<file path="src/rtl/tone_sample_source_if.sv">
// Stereo frame stream between the tone source and the I2S driver.
// First-word fall-through valid/ready handshake.
interface tone_sample_source_if;
  logic [31:0] frame_data;
  logic        frame_valid;
  logic        frame_ready;

  modport master (
    output frame_data,
    output frame_valid,
    input  frame_ready
  );

  modport slave (
    input  frame_data,
    input  frame_valid,
    output frame_ready
  );
endinterface

</file>
<file path="src/rtl/tone_sample_source.sv">
// Phase-accumulator tone generator feeding a small FWFT frame FIFO.
// One sample per IDLE/COMPUTE/PUSH pass; frames are {s, s}.
module tone_sample_source #(
  parameter int PHASE_W    = 24,
  parameter int FIFO_DEPTH = 4,
  parameter int LVL_W      = $clog2(FIFO_DEPTH) + 1
) (
  input  logic               clk,
  input  logic               rst_n,
  input  logic               enable_i,
  input  logic [PHASE_W-1:0] tune_word_i,
  input  logic               tune_load_i,
  input  logic [1:0]         wave_sel_i,
  input  logic [2:0]         volume_i,
  tone_sample_source_if.master frm,
  output logic [LVL_W-1:0]   fifo_level_o,
  output logic               underrun_o
);
  localparam int PTR_W = $clog2(FIFO_DEPTH);
  localparam logic [LVL_W-1:0] FULL =
    LVL_W'(FIFO_DEPTH);

  typedef enum logic [1:0] {
    S_IDLE,
    S_COMPUTE,
    S_PUSH
  } state_t;

  state_t             state_q, state_d;
  logic [PHASE_W-1:0] tune_q, phase_q;
  logic [15:0]        raw_q, raw_d;
  logic [2:0]         vol_q;
  logic [31:0]        mem_q [FIFO_DEPTH];
  logic [PTR_W-1:0]   wr_ptr_q, rd_ptr_q;
  logic [LVL_W-1:0]   level_q;
  logic               underrun_q;

  logic        valid, push, pop;
  logic [15:0] p, tri_t, scaled;

  assign valid  = (level_q != '0);
  assign push   = (state_q == S_PUSH);
  assign pop    = valid & frm.frame_ready;
  assign scaled = 16'($signed(raw_q) >>> vol_q);

  assign frm.frame_data  = mem_q[rd_ptr_q];
  assign frm.frame_valid = valid;
  assign fifo_level_o    = level_q;
  assign underrun_o      = underrun_q;

  // Next-state logic for the sample sequencer.
  always_comb begin
    state_d = state_q;
    unique case (state_q)
      S_IDLE:
        if (enable_i && (level_q < FULL))
          state_d = S_COMPUTE;
      S_COMPUTE: state_d = S_PUSH;
      S_PUSH:    state_d = S_IDLE;
      default:   state_d = S_IDLE;
    endcase
  end

  // Raw waveform from the top 16 phase bits.
  always_comb begin
    p     = phase_q[PHASE_W-1 -: 16];
    tri_t = {p[14:0], 1'b0};
    raw_d = 16'h0000;
    unique case (wave_sel_i)
      2'd0: raw_d = p[15] ? 16'h8000 : 16'h7FFF;
      2'd1: raw_d = p ^ 16'h8000;
      2'd2: raw_d = p[15] ? (~tri_t ^ 16'h8000)
                          : (tri_t ^ 16'h8000);
      default: raw_d = 16'h0000;
    endcase
  end

  // Sequencer state register.
  always_ff @(posedge clk or negedge rst_n)
    if (!rst_n) state_q <= S_IDLE;
    else        state_q <= state_d;

  // Tuning word; phase advances once per pushed sample.
  always_ff @(posedge clk or negedge rst_n)
    if (!rst_n) begin
      tune_q  <= '0;
      phase_q <= '0;
    end else begin
      if (tune_load_i) tune_q <= tune_word_i;
      if (push)        phase_q <= phase_q + tune_q;
    end

  // Capture raw sample and volume during COMPUTE.
  always_ff @(posedge clk or negedge rst_n)
    if (!rst_n) begin
      raw_q <= '0;
      vol_q <= '0;
    end else if (state_q == S_COMPUTE) begin
      raw_q <= raw_d;
      vol_q <= volume_i;
    end

  // FIFO storage, pointers and occupancy.
  always_ff @(posedge clk or negedge rst_n)
    if (!rst_n) begin
      for (int i = 0; i < FIFO_DEPTH; i++)
        mem_q[i] <= '0;
      wr_ptr_q <= '0;
      rd_ptr_q <= '0;
      level_q  <= '0;
    end else begin
      if (push) begin
        mem_q[wr_ptr_q] <= {scaled, scaled};
        wr_ptr_q        <= wr_ptr_q + 1'b1;
      end
      if (pop)
        rd_ptr_q <= rd_ptr_q + 1'b1;
      unique case ({push, pop})
        2'b10:   level_q <= level_q + 1'b1;
        2'b01:   level_q <= level_q - 1'b1;
        default: level_q <= level_q;
      endcase
    end

  // Sticky underrun; a new request beats the clear.
  always_ff @(posedge clk or negedge rst_n)
    if (!rst_n)
      underrun_q <= 1'b0;
    else if (enable_i && frm.frame_ready && !valid)
      underrun_q <= 1'b1;
    else if (!enable_i)
      underrun_q <= 1'b0;
endmodule

</file>
<file path="src/flat_wrapper.sv">
// flat-port wrapper written by rule: the top's interface ports become plain ports
module tone_sample_source_flat 
#(
  parameter int PHASE_W    = 24,
  parameter int FIFO_DEPTH = 4,
  parameter int LVL_W      = $clog2(FIFO_DEPTH) + 1
)
  (clk, rst_n, enable_i, tune_word_i, tune_load_i, wave_sel_i, volume_i, fifo_level_o, underrun_o, frm_frame_data, frm_frame_valid, frm_frame_ready);
  tone_sample_source_if frm_i ();
  input  logic clk;
  input  logic rst_n;
  input  logic enable_i;
  input  logic [PHASE_W-1:0] tune_word_i;
  input  logic tune_load_i;
  input  logic [1:0] wave_sel_i;
  input  logic [2:0] volume_i;
  output logic [LVL_W-1:0] fifo_level_o;
  output logic underrun_o;
  output wire logic [$bits(frm_i.frame_data)-1:0] frm_frame_data;
  output wire logic [$bits(frm_i.frame_valid)-1:0] frm_frame_valid;
  input wire logic [$bits(frm_i.frame_ready)-1:0] frm_frame_ready;
  assign frm_frame_data = frm_i.frame_data;
  assign frm_frame_valid = frm_i.frame_valid;
  assign frm_i.frame_ready = frm_frame_ready;
  tone_sample_source #(.PHASE_W(PHASE_W), .FIFO_DEPTH(FIFO_DEPTH), .LVL_W(LVL_W)) u_core (.clk(clk), .rst_n(rst_n), .enable_i(enable_i), .tune_word_i(tune_word_i), .tune_load_i(tune_load_i), .wave_sel_i(wave_sel_i), .volume_i(volume_i), .frm(frm_i), .fifo_level_o(fifo_level_o), .underrun_o(underrun_o));
endmodule
</file>
<file path="config.mk">
export PLATFORM = sky130hd
export DESIGN_NAME = tone_sample_source_flat
export DESIGN_NICKNAME = d
export VERILOG_FILES = /design/src/rtl/tone_sample_source_if.sv /design/src/rtl/tone_sample_source.sv /design/src/flat_wrapper.sv
export SDC_FILE = /design/constraint.sdc
export NUM_CORES = 1
export LEC_CHECK = 0
export BUFFER_PORTS_ARGS = -buffer_cell sky130_fd_sc_hd__buf_2
export CAP_MARGIN = 5
export CELL_PAD_IN_SITES_DETAIL_PLACEMENT = 0
export CELL_PAD_IN_SITES_GLOBAL_PLACEMENT = 1
export CORE_MARGIN = 2
export CORE_UTILIZATION = 47
export CTS_CLUSTER_DIAMETER = 100
export DETAILED_ROUTE_END_ITERATION = 10
export GPL_ROUTABILITY_DRIVEN = 0
export GPL_TIMING_DRIVEN = 0
export PLACE_DENSITY_LB_ADDON = 0.1
export SYNTH_ARGS = -nofsm -noshare
export SYNTH_HDL_FRONTEND = slang
export SYNTH_SLANG_ARGS = --single-unit
</file>
<file path="constraint.sdc">
create_clock -name clk -period 3 [get_ports clk]
set_clock_uncertainty 0.2 [all_clocks]
set_input_delay 0.45 -clock clk [delete_from_list [all_inputs] [get_ports clk]]
set_output_delay 0.45 -clock clk [all_outputs]
set_load 0.05 [all_outputs]
</file>
Yosys cells after proc, flatten, opt, wreduce, memory -nomap -nowiden:

Index checks and enable logic that the tools add are counted.

* flip-flop bits (word level): 205
* latch bits: 0
* bits in writable memories: 0
* bits in read-only memories: 0
* logic and storage cells: 61
* memories kept: 0

* add/sub/neg operators: 5
* $mul: 0
* div/mod/pow operators: 0
* order comparisons: 4
* equal/unequal tests: 8
* shift operators: 1
* multiplexer cells: 14
* bitwise operators: 7
* reductions and logical operators: 9

Operator list (count)
* 128-bit bitwise mux: 1
* 32-bit two-way mux: 3
* 32-bit binary-select mux with 2-bit select: 1
* 32-bit demux with 2-bit select: 1
* 16-bit one-hot mux with 3 select lines: 1
* 16-bit two-way mux: 2
* 24-bit adder: 1
* 16-bit inverter: 1
* 16-bit by 3-bit >>> shifter with 16-bit output: 1
* 2-bit by 1-bit equality test with 1-bit output (second input constant): 3
* 2-bit equality test (second input constant): 3
* 3-bit greater-or-equal comparator (second input constant): 2
* 2-bit inverter with 3-bit output: 2
* 3-bit one-hot mux with 2 select lines: 1
* 2-bit by 1-bit adder with 2-bit output (second input constant): 2
* 1-bit logical AND: 4
* 2-bit logical NOT: 2
* 2-bit by 1-bit != test with 1-bit output (second input constant): 2
* 2-bit one-hot mux with 2 select lines: 1
* 3-bit by 1-bit adder with 3-bit output (second input constant): 1
* 3-bit by 1-bit < comparator with 1-bit output (second input constant): 1
* 3-bit < comparator (second input constant): 1
* 1-bit inverter: 3
* 3-bit nonzero test: 1
* other kinds (6): 7

Longest topological paths before layout:

Gate-level depths: netlist of run 1.

* depth in word-level cells: 6
* depth in mapped cells: 10
* mapped depth without buffers: 9

Least setup slack after synthesis of run 1:

OpenSTA, ideal clock, no wires.

* kind: reg-to-reg
* from: register u_core.level_q[2], in the netlist u_core.fifo_level_o[2]
* to: register u_core.level_q[2], in the netlist u_core.fifo_level_o[2]
* arrival time: 2360 ps
* slack: 358 ps
* stages on the path, launching flop included: 10
* buffers on the path: 0
* clock period less this slack: 2642 ps
* path through: dfrtp_1 nor3_1 inv_1 and2_1 ha_1 inv_1 fa_1 xor2_1 nor2_1 xor2_1

* cells in the longest elaborated chain, start to end: 4
* elaborated cells between the ends (all ways): 8
* those cells by class: 2 x add/sub; 2 x eq/ne; 1 x mux; 1 x bitwise; 2 x reduce/logical

Ends and longest elaborated chain
* start, declared: line tone_sample_source.sv:35 `logic [LVL_W-1:0] level_q;`
* start signal, assigned: line tone_sample_source.sv:119 `2'b10: level_q <= level_q + 1'b1;`
* start signal, assigned: line tone_sample_source.sv:120 `2'b01: level_q <= level_q - 1'b1;`
* start signal, assigned: line tone_sample_source.sv:121 `default: level_q <= level_q;`
* 3-bit nonzero test (*): line tone_sample_source.sv:41 `assign valid = (level_q != '0);`
* net frm_frame_valid: line flat_wrapper.sv:20 `output wire logic [$bits(frm_i.frame_valid)-1:0] frm_frame_valid;`
* 1-bit bitwise AND (*): line tone_sample_source.sv:43 `assign pop = valid & frm.frame_ready;`
* net u_core.pop: line tone_sample_source.sv:38 `logic valid, push, pop;`
* 2-bit by 1-bit equality test with 1-bit output or 2-bit equality test (tied branches): line tone_sample_source.sv:118 `unique case ({push, pop})`
* 3-bit one-hot mux with 2 select lines or 2-bit nonzero test (tied branches)

The timed path passes the listed nets; every way through them passes the cells marked *.
A chain may end at the register's enable or synchronous reset.

Worst setup path in the final report of run 1:

* from: register u_core.phase_q[0]
* to: register u_core.phase_q[18]

* cells in the longest elaborated chain, start to end: 1

Ends and longest elaborated chain
* start, declared: line tone_sample_source.sv:30 `logic [PHASE_W-1:0] tune_q, phase_q;`
* start signal, assigned: line tone_sample_source.sv:90 `if (push) phase_q <= phase_q + tune_q;`
* 24-bit adder: line tone_sample_source.sv:90

Every way passes these cells.

==> metrics.csv, run 1 <==
metric;value;unit
#FFs+latches synth;141;
Core Area;16470;µm²
DRC Markers;0;
synthesized area;7854;µm²
# setup viols final;0;
row count;47;
Reg2Reg Setup Slack;0.15;ns
Fin Hold WS;0.05708;ns
Hold Crit Depth;2;
drt wl/cell;16.59;µm
average instance area after synthesis;9.904;µm²
Pwr Total;11.31;mW
Area Growth Syn to Fin;16.14;%
Placed Instances;1082;
CP startpoint kind;flop;
maximum clock frequency;0.3514;GHz
top_reg_cell synth;dfrtp_1;
Hold Path Class;primary input to flop;
largest net degree at the start of global routing;102;
post-synthesis adder-cell area fraction;0.04971;
antenna violations before repair;0;
post-route setup TNS;0;ns
Die Height;133.3;µm
Hold Vio Cnt, Final;0;
synthesis warning total;0;
CTS tree;yes;
Area contributors post-synth;dfrtp_1 (45%), o21ai_0 (6.8%), nand2_1 (6.2%);
Detailed Place HPWL;13700;µm
register area share after synthesis;0.4493;
starting DRC count in detailed routing;244;
fin. max-slew vios;0;
diode count;0;
CP required;3.11;ns
Max-Cap Viols;0;
period utilization;0.9487;
Nets;945;
H-tree levels;4;
Yosys top cell area share;0.4493;
ys async rst share;1.000;
hold worst-path end;u_core.tune_q[3];
postcts setup bufs;0;
Crit Reg-Reg Endpoint;u_core.phase_q[18];
# IOs;71;
Root Driver;clkbuf_16;
Clk pin slew, worst setup/hold paths;0.06;ns
Clk Latency, worst-skew pair;0.42;ns
Place WS;0.05814;ns
slew at the pin closest to its max-slew limit;0.6650;ns
EDFF count, synth;0;
worst reg2reg path depth;8;
CP endpoint kind;flop;
GRT Overall Usage;0.2230;
DR vias/cell;5.364;
Post-synth top cells;dfrtp_1 (141), nand2_1 (130), o21ai_0 (107);
WL final;18480;µm
maximum vdd drop;553.9;µV
Simple-Gate Fraction of Synth Area;0.1278;
Rel. slew slack;0.5566;
non-filler cells, final;1114;
hold wc startpoint;tune_word_i[3];
Synth area leader;dfrtp_1;
worst reg2reg path startpoint;u_core.phase_q[0];
first-pass GRT wire length;31360;µm
Netlist cell types;52;
main combinational cell family by area after synthesis;multiplexers;
Die Area;17760;µm²
vias in the first global route;6185;
P per Cell Area;1239;nW/µm²
crit-path max FO;7;
GRT overflow;0;
status;complete, no violations;
PortBufs;68;
die width;133.3;µm
RSZ-0062 raised after global routing;false;
critical path type;flop to flop;
routed vias;5976;
post-synthesis compound-gate area fraction;0.1408;
cell with the most instances after synthesis;dfrtp_1;
Filler Cell Count;1481;
Post-DRT Antenna Nets;0;
xor and xnor area share after synthesis;0.03903;
Clock Path Buffers;2;
Gate Count Post-Synth;793;
post-route setup slack;0.1539;ns
layout cells sized above 1;0.2025;
clock sinks;141;
CP arrival;2.95;ns
mux contribution to synthesized area;0.1445;
Syn Nets;857;
minimum clock period;2.846;ns
CTS Buf Count;17;
Initial Utilization;0.4770;
DRT Pass-1 Iters;4;
P_leak;4.254;nW
-- sequential cells by signal, summed over array words and instances, names as in the netlist --
register and flops:
u_core.fifo_level_o 3, u_core.mem_q 64, u_core.phase_q 24, u_core.raw_q 16, u_core.rd_ptr_q 2, u_core.state_q 2
u_core.tune_q 24, u_core.underrun_o 1, u_core.vol_q 3, u_core.wr_ptr_q 2
-- placed cells by master, fill, tap and decap left out, drive strengths merged, types with 5 or more instances in the layout --
cell and n:
nand2b 17, clkinv 5, xnor2 29, and3 5
mux2i 38, mux2 31, a211oi 6, dfrtp 141
xor2 6, inv 16, mux4 18, buf 96
and2 5, a21oi 42, o21ai 107, nor2b 6
nand4 5, nand2 131, nor2 32, ha 28
nand3 10, nor3 7, a21o 7, clkbuf 62
-- worst max-delay path: stages (launching register included) --
cell      delay [ns]
dfrtp_1         0.38
ha_1            0.25
fa_1            0.43
a21oi_1         0.20
o21ai_0         0.20
a221oi_4        0.45
o32a_1          0.35
mux2i_1         0.20
nand2_1         0.06
-- worst max path at each step --
stage                     cells past startpoint                     end              startpoint
after global placement                        1      u_core.phase_q[18]                   rst_n
final                                         8      u_core.phase_q[18]       u_core.phase_q[0]
after detailed placement                      8      u_core.phase_q[18]       u_core.phase_q[0]
after floorplan                               9  u_core.fifo_level_o[2]  u_core.fifo_level_o[2]
after global routing                          8      u_core.phase_q[18]       u_core.phase_q[0]
after CTS                                     8      u_core.phase_q[20]       u_core.phase_q[0]
-- final cells by class --
cell class | count | area (µm²) | area share
Buffer | 67 | 331.6 | 0.03635
Clock buffer | 22 | 454.2 | 0.04979
Clock inverter | 10 | 138.9 | 0.01523
Inverter | 15 | 56.30 | 0.006173
Multi-Input combinational cell | 569 | 3953 | 0.4333
Sequential cell | 141 | 3528 | 0.3868
Tap cell | 220 | 275.3 | 0.03018
Timing Repair Buffer | 70 | 384.1 | 0.04211
-- report_power, final --
group          switching (mW)  total [mW]  internal [mW]  leakage [nW]
sequential              0.507        3.13           2.63          1.78
clock                   0.796        2.13           1.33         0.288
combinational            3.84        6.05           2.21          2.18
-- logic make-up after synthesis --
logic type	count (synthesis)
buffers and inverters	83
AO/OA/AOI/OAI	190
multiplexers	87
adder cells (fa/ha/maj)	30
XOR/XNOR	35
AND/OR/NAND/NOR	227
flip-flops	141
-- through the flow --
stage / cell area, µm² / util
2_1_floorplan: 7854 / -
3_3_place_gp: 8469 / 0.5144
3_5_place_dp: 8503 / 0.5164
4_1_cts: 9109 / 0.5532
5_1_grt: 9121 / 0.5540
6_report: 9121 / 0.5540
-- routing by layer --
| layer | up-vias | share of wire | track usage |
|---|---|---|---|
| met5 | - | 0 | 0 |
| met4 | 0 | 0.033 | 0.09988 |
| met3 | 39 | 0.024 | 0.03539 |
| met2 | 107 | 0.51 | 0.3915 |
| met1 | 2885 | 0.43 | 0.2711 |
| li1 | 2945 | - | - |
-- what timing repair did --
item                       in CTS  in global routing
hold buffers                    1                  0
gates resized for setup         3                  3
hold endpoints to repair       40                  0
setup endpoints to repair      18                  5
Note: power is estimated with default switching activity, not from simulation.
==> run 2, diff against run 1 <==
==> constraint.sdc (replaced) <==
create_clock -name clk -period 3 [get_ports clk]
set_clock_uncertainty 0.2 [all_clocks]
set_input_delay 0.3 -clock clk [delete_from_list [all_inputs] [get_ports clk]]
set_output_delay 0.3 -clock clk [all_outputs]
set_load 0.05 [all_outputs]
==> metrics.csv, run 2 (same netlist as run 1, synthesis figures left out) <==
metric;value;unit
P_leak;4.377;nW
first-pass GRT wire length;31790;µm
met2 usage;0.3972;
Hold Vio Cnt, Final;0;
WL final;18750;µm
critical path type;flop to output pin;
DR vias/cell;5.347;
clock sinks;141;
post-route setup slack;0.1295;ns
RSZ-0062 raised after global routing;false;
CTS tree;yes;
Detailed Place HPWL;13700;µm
Slowest-stage cell, CP;clkbuf_1;
max reg flops;64;
Fin Hold WS;0.08792;ns
CP bufs+invs;4;
Hold Path Class;primary input to flop;
crit-path cells;clkbuf_1 > clkbuf_2 > mux4_2 > buf_4 > buf_2;
crit-path max FO;10;
Nets;975;
crit-path max cell delay;0.49;ns
CP required;2.50;ns
vias in the first global route;6303;
row count;47;
layout cells sized above 1;0.1959;
H-tree levels;4;
# setup viols final;0;
antenna violations before repair;0;
Clock Path Buffers;2;
Largest regs;u_core.mem_q: 64 flops, u_core.phase_q: 24 flops, u_core.tune_q: 24 flops;
largest net degree at the start of global routing;102;
largest reg by FF count;u_core.mem_q;
Clk pin slew, worst setup/hold paths;0.06;ns
fin. max-slew vios;0;
GRT Overall Usage;0.2256;
period utilization;0.9568;
Area Growth Syn to Fin;19.85;%
Pwr Total;11.34;mW
GRT overflow;0;
maximum clock frequency;0.3484;GHz
Die Area;17760;µm²
Rel. slew slack;0.5527;
Place WS;0.05814;ns
CTS Buf Count;17;
Post-DRT Antenna Nets;0;
DRC Markers;0;
met1 usage;0.2736;
Placed Instances;1082;
post-route setup TNS;0;ns
Root Driver;clkbuf_16;
slew at the pin closest to its max-slew limit;0.6709;ns
final core occ;0.5717;
DRT Pass-1 Iters;5;
CP endpoint kind;output pin;
CP top delay family;buffers and inverters;
CP startpoint kind;flop;
status;complete, no violations;
routed vias;6117;
Area after DPL;8503;µm²
GRT Max-Usage Layer;met2;
Max-Cap Viols;0;
GR Layer Usage met3;0.03501;
non-filler cells, final;1144;
diode count;0;
die width;133.3;µm
drt wl/cell;16.39;µm
Initial Utilization;0.4770;
Clk Latency, worst-skew pair;0.42;ns
CP arrival;2.37;ns
minimum clock period;2.870;ns
Die Height;133.3;µm
P per Cell Area;1205;nW/µm²
# IOs;71;
Final Cell Area;9413;µm²
maximum vdd drop;553.6;µV
commonest non-fill, non-tap cell in the layout;dfrtp_1;
PortBufs;68;
Reg2Reg Setup Slack;0.15;ns
Core Area;16470;µm²
most frequent cells in the layout;dfrtp_1 (141), nand2_1 (130), o21ai_0 (107);
starting DRC count in detailed routing;249;
==> run 2: area by class of cell <==
class | instances | area, µm²
plain buffers | 68 | 332.8
clock buffers | 22 | 454.2
clock inverters | 10 | 138.9
fillers | 1451 | 7053
inverters | 15 | 56.30
multi-input cells | 569 | 3953
flip-flops and latches | 141 | 3528
well taps | 220 | 275.3
repair buffers | 99 | 674.4
==> run 2: path summary, 6_finish.rpt <==
kind,start,end,cells past startpoint
setup / recovery,u_core.rd_ptr_q[1],frm_frame_data[25],5
min in group asynchronous,rst_n,u_core.mem_q[29],2
setup reg to reg,u_core.phase_q[0],u_core.phase_q[18],8
hold / removal,frm_frame_ready,u_core.rd_ptr_q[0],3
max in group asynchronous,rst_n,u_core.phase_q[11],3
hold reg to reg,u_core.state_q[1],u_core.state_q[0],1
==> run 2: layer usage <==
layer,wire length (µm),part of all wire
met1,7992,0.43
met2,9683,0.52
met3,532,0.028
met4,541,0.029
met5,0,0
==> run 2: worst min-delay path, delay by kind of cell <==
| family | cells | cell delay (ns) |
|---|---|---|
| buffers and inverters | 1 | 0.09 |
| xor gates and xnor gates | 1 | 0.09 |
| and+or+nand+nor | 1 | 0.19 |
==> run 2: what timing repair did <==
action | 4_1_cts | 5_1_grt
setup endpoints to repair | 18 | 13
hold buffers | 30 | 0
endpoints found under the hold margin | 69 | 0
setup buffers | 0 | 0
resized for setup | 1 | 4
pin swaps | 0 | 0
==> run 2: power by group <==
group	switching [mW]	total (mW)	internal (mW)
combinational	3.86	6.10	2.23
clock	0.800	2.13	1.33
sequential	0.484	3.11	2.63
